## src/rtl/spi_transmitter_32bit.sv

```systemverilog
// SPI mode-0 master that sends one 32-bit word per frame, MSB first.
// Words arrive on a valid/ready handshake, and a one-cycle done pulse marks the end of each frame.
module spi_transmitter_32bit #(
    parameter int CLK_DIV  = 5,
    parameter int CS_SETUP = 2,
    parameter int CS_HOLD  = 2,
    parameter int CS_GAP   = 4
) (
    input  logic        clk,
    input  logic        i_RESET_n,
    input  logic        i_valid,
    input  logic [31:0] i_data,
    output logic        o_ready,
    output logic        o_busy,
    output logic        o_done,
    output logic        o_SPI_CLK,
    output logic        o_SPI_CS_n,
    output logic        o_SPI_MOSI
);

    localparam int HW   = $clog2(CLK_DIV);
    localparam int MAXD = (CS_SETUP > CS_HOLD)
                        ? ((CS_SETUP > CS_GAP) ? CS_SETUP : CS_GAP)
                        : ((CS_HOLD > CS_GAP) ? CS_HOLD : CS_GAP);
    localparam int DW   = $clog2(MAXD + 1);

    typedef enum logic [2:0] {IDLE, SETUP, SHIFT, HOLD, GAP} state_t;

    state_t          state, state_nx;
    logic [HW-1:0]   phase_cnt, phase_cnt_nx;
    logic [4:0]      bit_cnt, bit_cnt_nx;
    logic [DW-1:0]   dly_cnt, dly_cnt_nx;
    logic [31:0]     shreg, shreg_nx;
    logic            ready_nx, busy_nx, done_nx, sck_nx, cs_n_nx, mosi_nx;

    always_ff @(posedge clk) begin
        if (!i_RESET_n) begin
            state      <= IDLE;
            phase_cnt  <= '0;
            bit_cnt    <= '0;
            dly_cnt    <= '0;
            shreg      <= '0;
            o_ready    <= 1'b1;
            o_busy     <= 1'b0;
            o_done     <= 1'b0;
            o_SPI_CLK  <= 1'b0;
            o_SPI_CS_n <= 1'b1;
            o_SPI_MOSI <= 1'b0;
        end else begin
            state      <= state_nx;
            phase_cnt  <= phase_cnt_nx;
            bit_cnt    <= bit_cnt_nx;
            dly_cnt    <= dly_cnt_nx;
            shreg      <= shreg_nx;
            o_ready    <= ready_nx;
            o_busy     <= busy_nx;
            o_done     <= done_nx;
            o_SPI_CLK  <= sck_nx;
            o_SPI_CS_n <= cs_n_nx;
            o_SPI_MOSI <= mosi_nx;
        end
    end

    // Next values of every register are computed here so all outputs stay registered.
    always_comb begin
        state_nx     = state;
        phase_cnt_nx = phase_cnt;
        bit_cnt_nx   = bit_cnt;
        dly_cnt_nx   = dly_cnt;
        shreg_nx     = shreg;
        ready_nx     = o_ready;
        busy_nx      = o_busy;
        done_nx      = 1'b0;
        sck_nx       = o_SPI_CLK;
        cs_n_nx      = o_SPI_CS_n;
        mosi_nx      = o_SPI_MOSI;

        case (state)
            IDLE: begin
                if (i_valid && o_ready) begin
                    shreg_nx   = i_data;
                    mosi_nx    = i_data[31];
                    cs_n_nx    = 1'b0;
                    ready_nx   = 1'b0;
                    busy_nx    = 1'b1;
                    dly_cnt_nx = '0;
                    state_nx   = SETUP;
                end
            end
            SETUP: begin
                if (dly_cnt == DW'(CS_SETUP - 1)) begin
                    dly_cnt_nx   = '0;
                    phase_cnt_nx = '0;
                    bit_cnt_nx   = 5'd31;
                    state_nx     = SHIFT;
                end else begin
                    dly_cnt_nx = dly_cnt + 1'b1;
                end
            end
            SHIFT: begin
                if (phase_cnt == HW'(CLK_DIV - 1)) begin
                    phase_cnt_nx = '0;
                    if (!o_SPI_CLK) begin
                        sck_nx = 1'b1;
                    end else begin
                        // Falling edge: advance MOSI, or finish after the last bit.
                        sck_nx = 1'b0;
                        if (bit_cnt == 5'd0) begin
                            mosi_nx    = 1'b0;
                            dly_cnt_nx = '0;
                            state_nx   = HOLD;
                        end else begin
                            bit_cnt_nx = bit_cnt - 5'd1;
                            shreg_nx   = shreg << 1;
                            mosi_nx    = shreg[30];
                        end
                    end
                end else begin
                    phase_cnt_nx = phase_cnt + 1'b1;
                end
            end
            HOLD: begin
                if (dly_cnt == DW'(CS_HOLD - 1)) begin
                    dly_cnt_nx = '0;
                    cs_n_nx    = 1'b1;
                    done_nx    = 1'b1;
                    state_nx   = GAP;
                end else begin
                    dly_cnt_nx = dly_cnt + 1'b1;
                end
            end
            GAP: begin
                if (dly_cnt == DW'(CS_GAP - 1)) begin
                    dly_cnt_nx = '0;
                    ready_nx   = 1'b1;
                    busy_nx    = 1'b0;
                    state_nx   = IDLE;
                end else begin
                    dly_cnt_nx = dly_cnt + 1'b1;
                end
            end
            default: begin
                state_nx = IDLE;
                ready_nx = 1'b1;
                busy_nx  = 1'b0;
                sck_nx   = 1'b0;
                cs_n_nx  = 1'b1;
                mosi_nx  = 1'b0;
            end
        endcase
    end

endmodule
```

## config.mk

```make
export PLATFORM = sky130hd
export DESIGN_NAME = spi_transmitter_32bit
export DESIGN_NICKNAME = d
export VERILOG_FILES = /design/src/rtl/spi_transmitter_32bit.sv
export SDC_FILE = /design/constraint.sdc
export NUM_CORES = 1
export LEC_CHECK = 0
export CAP_MARGIN = 15
export CORE_MARGIN = 3
export CORE_UTILIZATION = 50
export CTS_CLUSTER_SIZE = 14
export DETAILED_ROUTE_END_ITERATION = 8
export PLACE_DENSITY_LB_ADDON = 0.25
export SLEW_MARGIN = 10
export SYNTH_ARGS = -nofsm -noshare
export SYNTH_HDL_FRONTEND = slang
export SYNTH_SLANG_ARGS = --single-unit
```

## constraint.sdc

```tcl
create_clock -name clk -period 2.1 [get_ports clk]
set_input_delay 0.525 -clock clk [delete_from_list [all_inputs] [get_ports clk]]
set_output_delay 0.525 -clock clk [all_outputs]
set_load 0.1 [all_outputs]
```

==> run summary <==
RUN STATUS
-----------------------------------------------------------------------------------------------------------------
Result of the run .................................................................................. finished clean

SYNTHESIS
-----------------------------------------------------------------------------------------------------------------
Total standard cell area after synthesis ...........................................................   2760 sq um
Proportion of synthesized area in mux cells ........................................................        0.113
Number of standard cells after synthesis ...........................................................          282
Post-synthesis xor/xnor area fraction ..............................................................            0
Dominant combinational cell family by area after synthesis ......................................... compound AO/OA/AOI/OAI gates
Number of enable flip-flop cells after synthesis ...................................................            0
Register area share after synthesis ................................................................        0.369
Post-synth ARST share ..............................................................................            0
Arithmetic-cell share of the synthesized area counting full adders, half adders and majority gates .       0.0317
Most instantiated flip-flop cell in the synthesis netlist ..........................................      dfxtp_1
Mean Syn Cell Area .................................................................................   9.80 sq um
Unique masters post-synth ..........................................................................           52
Synth Area in Compound Gates .......................................................................        0.309
Seq cells post-synth ...............................................................................           51
Nets in the synthesized netlist ....................................................................          324
Syn. warnings ......................................................................................            0
Synthesized-area fraction occupied by and/or/nand/nor cells ........................................        0.117

CLOCKING
-----------------------------------------------------------------------------------------------------------------
CTS hold repair buffers ............................................................................            0
Max Root-Sink Buffers ..............................................................................            2
Post-cts repair resize count .......................................................................            0
Setup bufs post-CTS ................................................................................            0
# clock sinks ......................................................................................           51
Root cell of the clock tree ........................................................................     clkbuf_8
Worst-skew pair later-pin latency ..................................................................      0.31 ns
H-tree levels ......................................................................................            2
Number of buffers added by the clock tree synthesis step ...........................................            5
TritonCTS clock tree ...............................................................................        built
Clock-pin slew of the registers on the worst-case setup and hold paths .............................      0.10 ns

SETUP PATH
-----------------------------------------------------------------------------------------------------------------
Kind of end point of the critical path .............................................................     register
WS Path Type ....................................................................................... register to register
CP startpoint kind .................................................................................     register
Critical-path maximum fanout .......................................................................            4
Data required time of the worst path ...............................................................      2.29 ns
Arr. time, crit path ...............................................................................      2.14 ns

DIE
-----------------------------------------------------------------------------------------------------------------
Initial core utilization ...........................................................................        0.528
Floorplan die height ...............................................................................      80.4 um
Num rows ...........................................................................................           26
I/O pin count ......................................................................................           41
Chip width .........................................................................................      80.4 um
Area enclosed by the die boundary ..................................................................   6460 sq um
Core outline area ..................................................................................   5240 sq um

ROUTE
-----------------------------------------------------------------------------------------------------------------
Number of nets with antenna violations after detailed routing ......................................            0
DRC violation total after the first TritonRoute iteration ..........................................          104
Via count ..........................................................................................        2,229
Drt drc ............................................................................................            0
Number of search-and-repair iterations in the first detailed-routing pass ..........................            5
Number of vias per cell after detailed routing .....................................................         5.70
Aggregate routed wire length .......................................................................      5810 um
DR WL/cell .........................................................................................      14.9 um

GLOBAL ROUTE
-----------------------------------------------------------------------------------------------------------------
Largest net degree at the start of global routing ..................................................           31
Initial antenna violation count ....................................................................            0
Number of global-route vias before repair ..........................................................        2,180
Overall overflow remaining after global route ......................................................            0
First-pass GRT wire length .........................................................................      9890 um
Overall Global Routing Usage .......................................................................        0.190

LAYOUT
-----------------------------------------------------------------------------------------------------------------
Share of final-layout standard cells stronger than drive strength 1 ................................        0.212
Storage cell area ..................................................................................   1020 sq um
Area growth, synth to finish .......................................................................        21.5%
Most common cell after layout, fill and taps aside .................................................      dfxtp_1
Area used by multi-input combinational logic .......................................................   1580 sq um
Fillcell total .....................................................................................          434
Inserted Diodes ....................................................................................            0
Most frequent cells in the layout .................................................................. dfxtp_1, a21oi_1, clkdlybuf4s50_1
Post-layout net count ..............................................................................          362

PLACED DESIGN
-----------------------------------------------------------------------------------------------------------------
Number of I/O port buffers .........................................................................           40
Final weighted congestion in routability-driven placement ..........................................        0.752
DPL Wire Length ....................................................................................      4040 um

STA
-----------------------------------------------------------------------------------------------------------------
Total count of max-transition violations in the final report .......................................            0
Unrepaired setup endpoints after global routing ....................................................           no
Setup violation total in the final timing report ...................................................            0
Tightest Pin Transition ............................................................................     0.502 ns
Highest clock rate .................................................................................    0.514 GHz
Worst max-slew margin expressed relative to the limit ..............................................        0.665
Worst setup skew after layout ......................................................................    0.0120 ns
Setup_tns ..........................................................................................         0 ns
Crit path time final ...............................................................................      1.94 ns
Final Hold Viols ...................................................................................            0
Share of the clock period used by the worst path after layout ......................................        0.926

POWER
-----------------------------------------------------------------------------------------------------------------
Switching power as a share of total power ..........................................................        0.405
Ratio of total power to cell area .................................................................. 1120 nW/um^2
Leakage Power ......................................................................................      1.38 nW
Share of total power in sequential cells ...........................................................        0.363
Design Power .......................................................................................    0.00375 W
Combinational share of power .......................................................................        0.478
Power share of the clock group .....................................................................        0.158
Sw Pwr .............................................................................................    0.00152 W
Internal power contribution ........................................................................    0.00224 W
Worst IR drop on VDD ...............................................................................     0.484 mV

MIN PATH
-----------------------------------------------------------------------------------------------------------------
Hold crit path type ................................................................................ register to register

JOB
-----------------------------------------------------------------------------------------------------------------
Max cap viols ......................................................................................            0

critical path, cell delays in order, from the launching register on:
cell	delay (ns)
dfxtp_1	0.35
ha_1	0.22
ha_1	0.22
or4b_1	0.51
o21ai_1	0.19
a221oi_2	0.07
a2bb2o_1	0.29
power groups by stage:
| stage | combinational (W) | sequential [W] | clock [W] |
|---|---|---|---|
| after global routing | 0.00196 | 0.00140 | 0.000651 |
| final | 0.00180 | 0.00136 | 0.000595 |
| after floorplan | 0.00123 | 0.00154 | 0 |
| after detailed placement | 0.00181 | 0.00138 | 0 |
| after global placement | 0.00176 | 0.00138 | 0 |
| after CTS | 0.00181 | 0.00136 | 0.000623 |
routing by layer:
| metal | vias up | global-route usage | routed length (um) |
|---|---|---|---|
| met5 | - | 0 | 0 |
| met4 | 0 | 0.0490 | 61 |
| met3 | 8 | 0.0370 | 223 |
| met2 | 42 | 0.312 | 2800 |
| met1 | 1048 | 0.254 | 2730 |
| li1 | 1131 | - | - |
synth_stat cells, drive strengths merged, types with 2 or more instances:
cell,n,area (sq um)
o21ai,10,53.8
dfxtp,51,1020
nand3b,4,30.0
a22oi,2,15.0
nand3,2,10.0
o21a,3,22.5
a21oi,38,190
or4b,2,23.8
nor2,14,52.6
inv,8,30.0
a31oi,3,18.8
nand2,9,33.8
o31ai,3,27.5
nor3,6,41.3
nand2b,5,31.3
o22ai,2,12.5
clkbuf,15,56.3
ha,7,87.6
o32ai,2,25.0
buf,9,76.3
mux2i,30,300
nor2b,4,25.0
a211oi,31,378
o21bai,2,15.0
flip-flops by register name (all words and copies together), names as in the netlist:
name	flops
o_done	1
shreg	31
state	3
o_SPI_MOSI	1
o_ready	1
bit_cnt	5
o_SPI_CLK	1
dly_cnt	3
o_busy	1
o_SPI_CS_n	1
phase_cnt	3
worst paths after layout:
check                           startpoint  endpoint  slack (ns)  cells after the start
worst max-delay path            dly_cnt[0]  state[0]        0.16                      6
worst min-delay path              shreg[0]  shreg[0]        0.48                      2
worst max register to register  dly_cnt[0]  state[0]        0.16                      6
worst min register to register    shreg[0]  shreg[0]        0.48                      2
cell type report:
class / count / share of cell area
timing repair buffer: 55 / 0.160
tap: 70 / 0.0261
sequential: 51 / 0.305
clock inverter: 2 / 0.00485
clock buffer: 6 / 0.0246
inverter: 9 / 0.0101
multi-input combinational: 198 / 0.470
per-stage QoR:
step / cell area, sq um / hold slack [ns] / std cells / util / worst slack, ns
after floorplan: 2770 / 0.448 / 282 / - / 0.0634
after global placement: 3260 / 0.466 / 383 / 0.622 / 0.175
after detailed placement: 3260 / 0.474 / 383 / 0.622 / 0.147
after CTS: 3360 / 0.489 / 391 / 0.641 / 0.150
after global routing: 3360 / 0.511 / 391 / 0.641 / 0.0269
final: 3360 / 0.480 / 391 / 0.641 / 0.156
kinds of logic after synthesis:
logic type | Yosys count
and+or+nand+nor | 54
buffers and inverters | 33
AOI/OAI and AO/OA | 106
DFF | 51
adders and majority gates | 7
muxes | 31
Power figures use the tool's default switching activity.
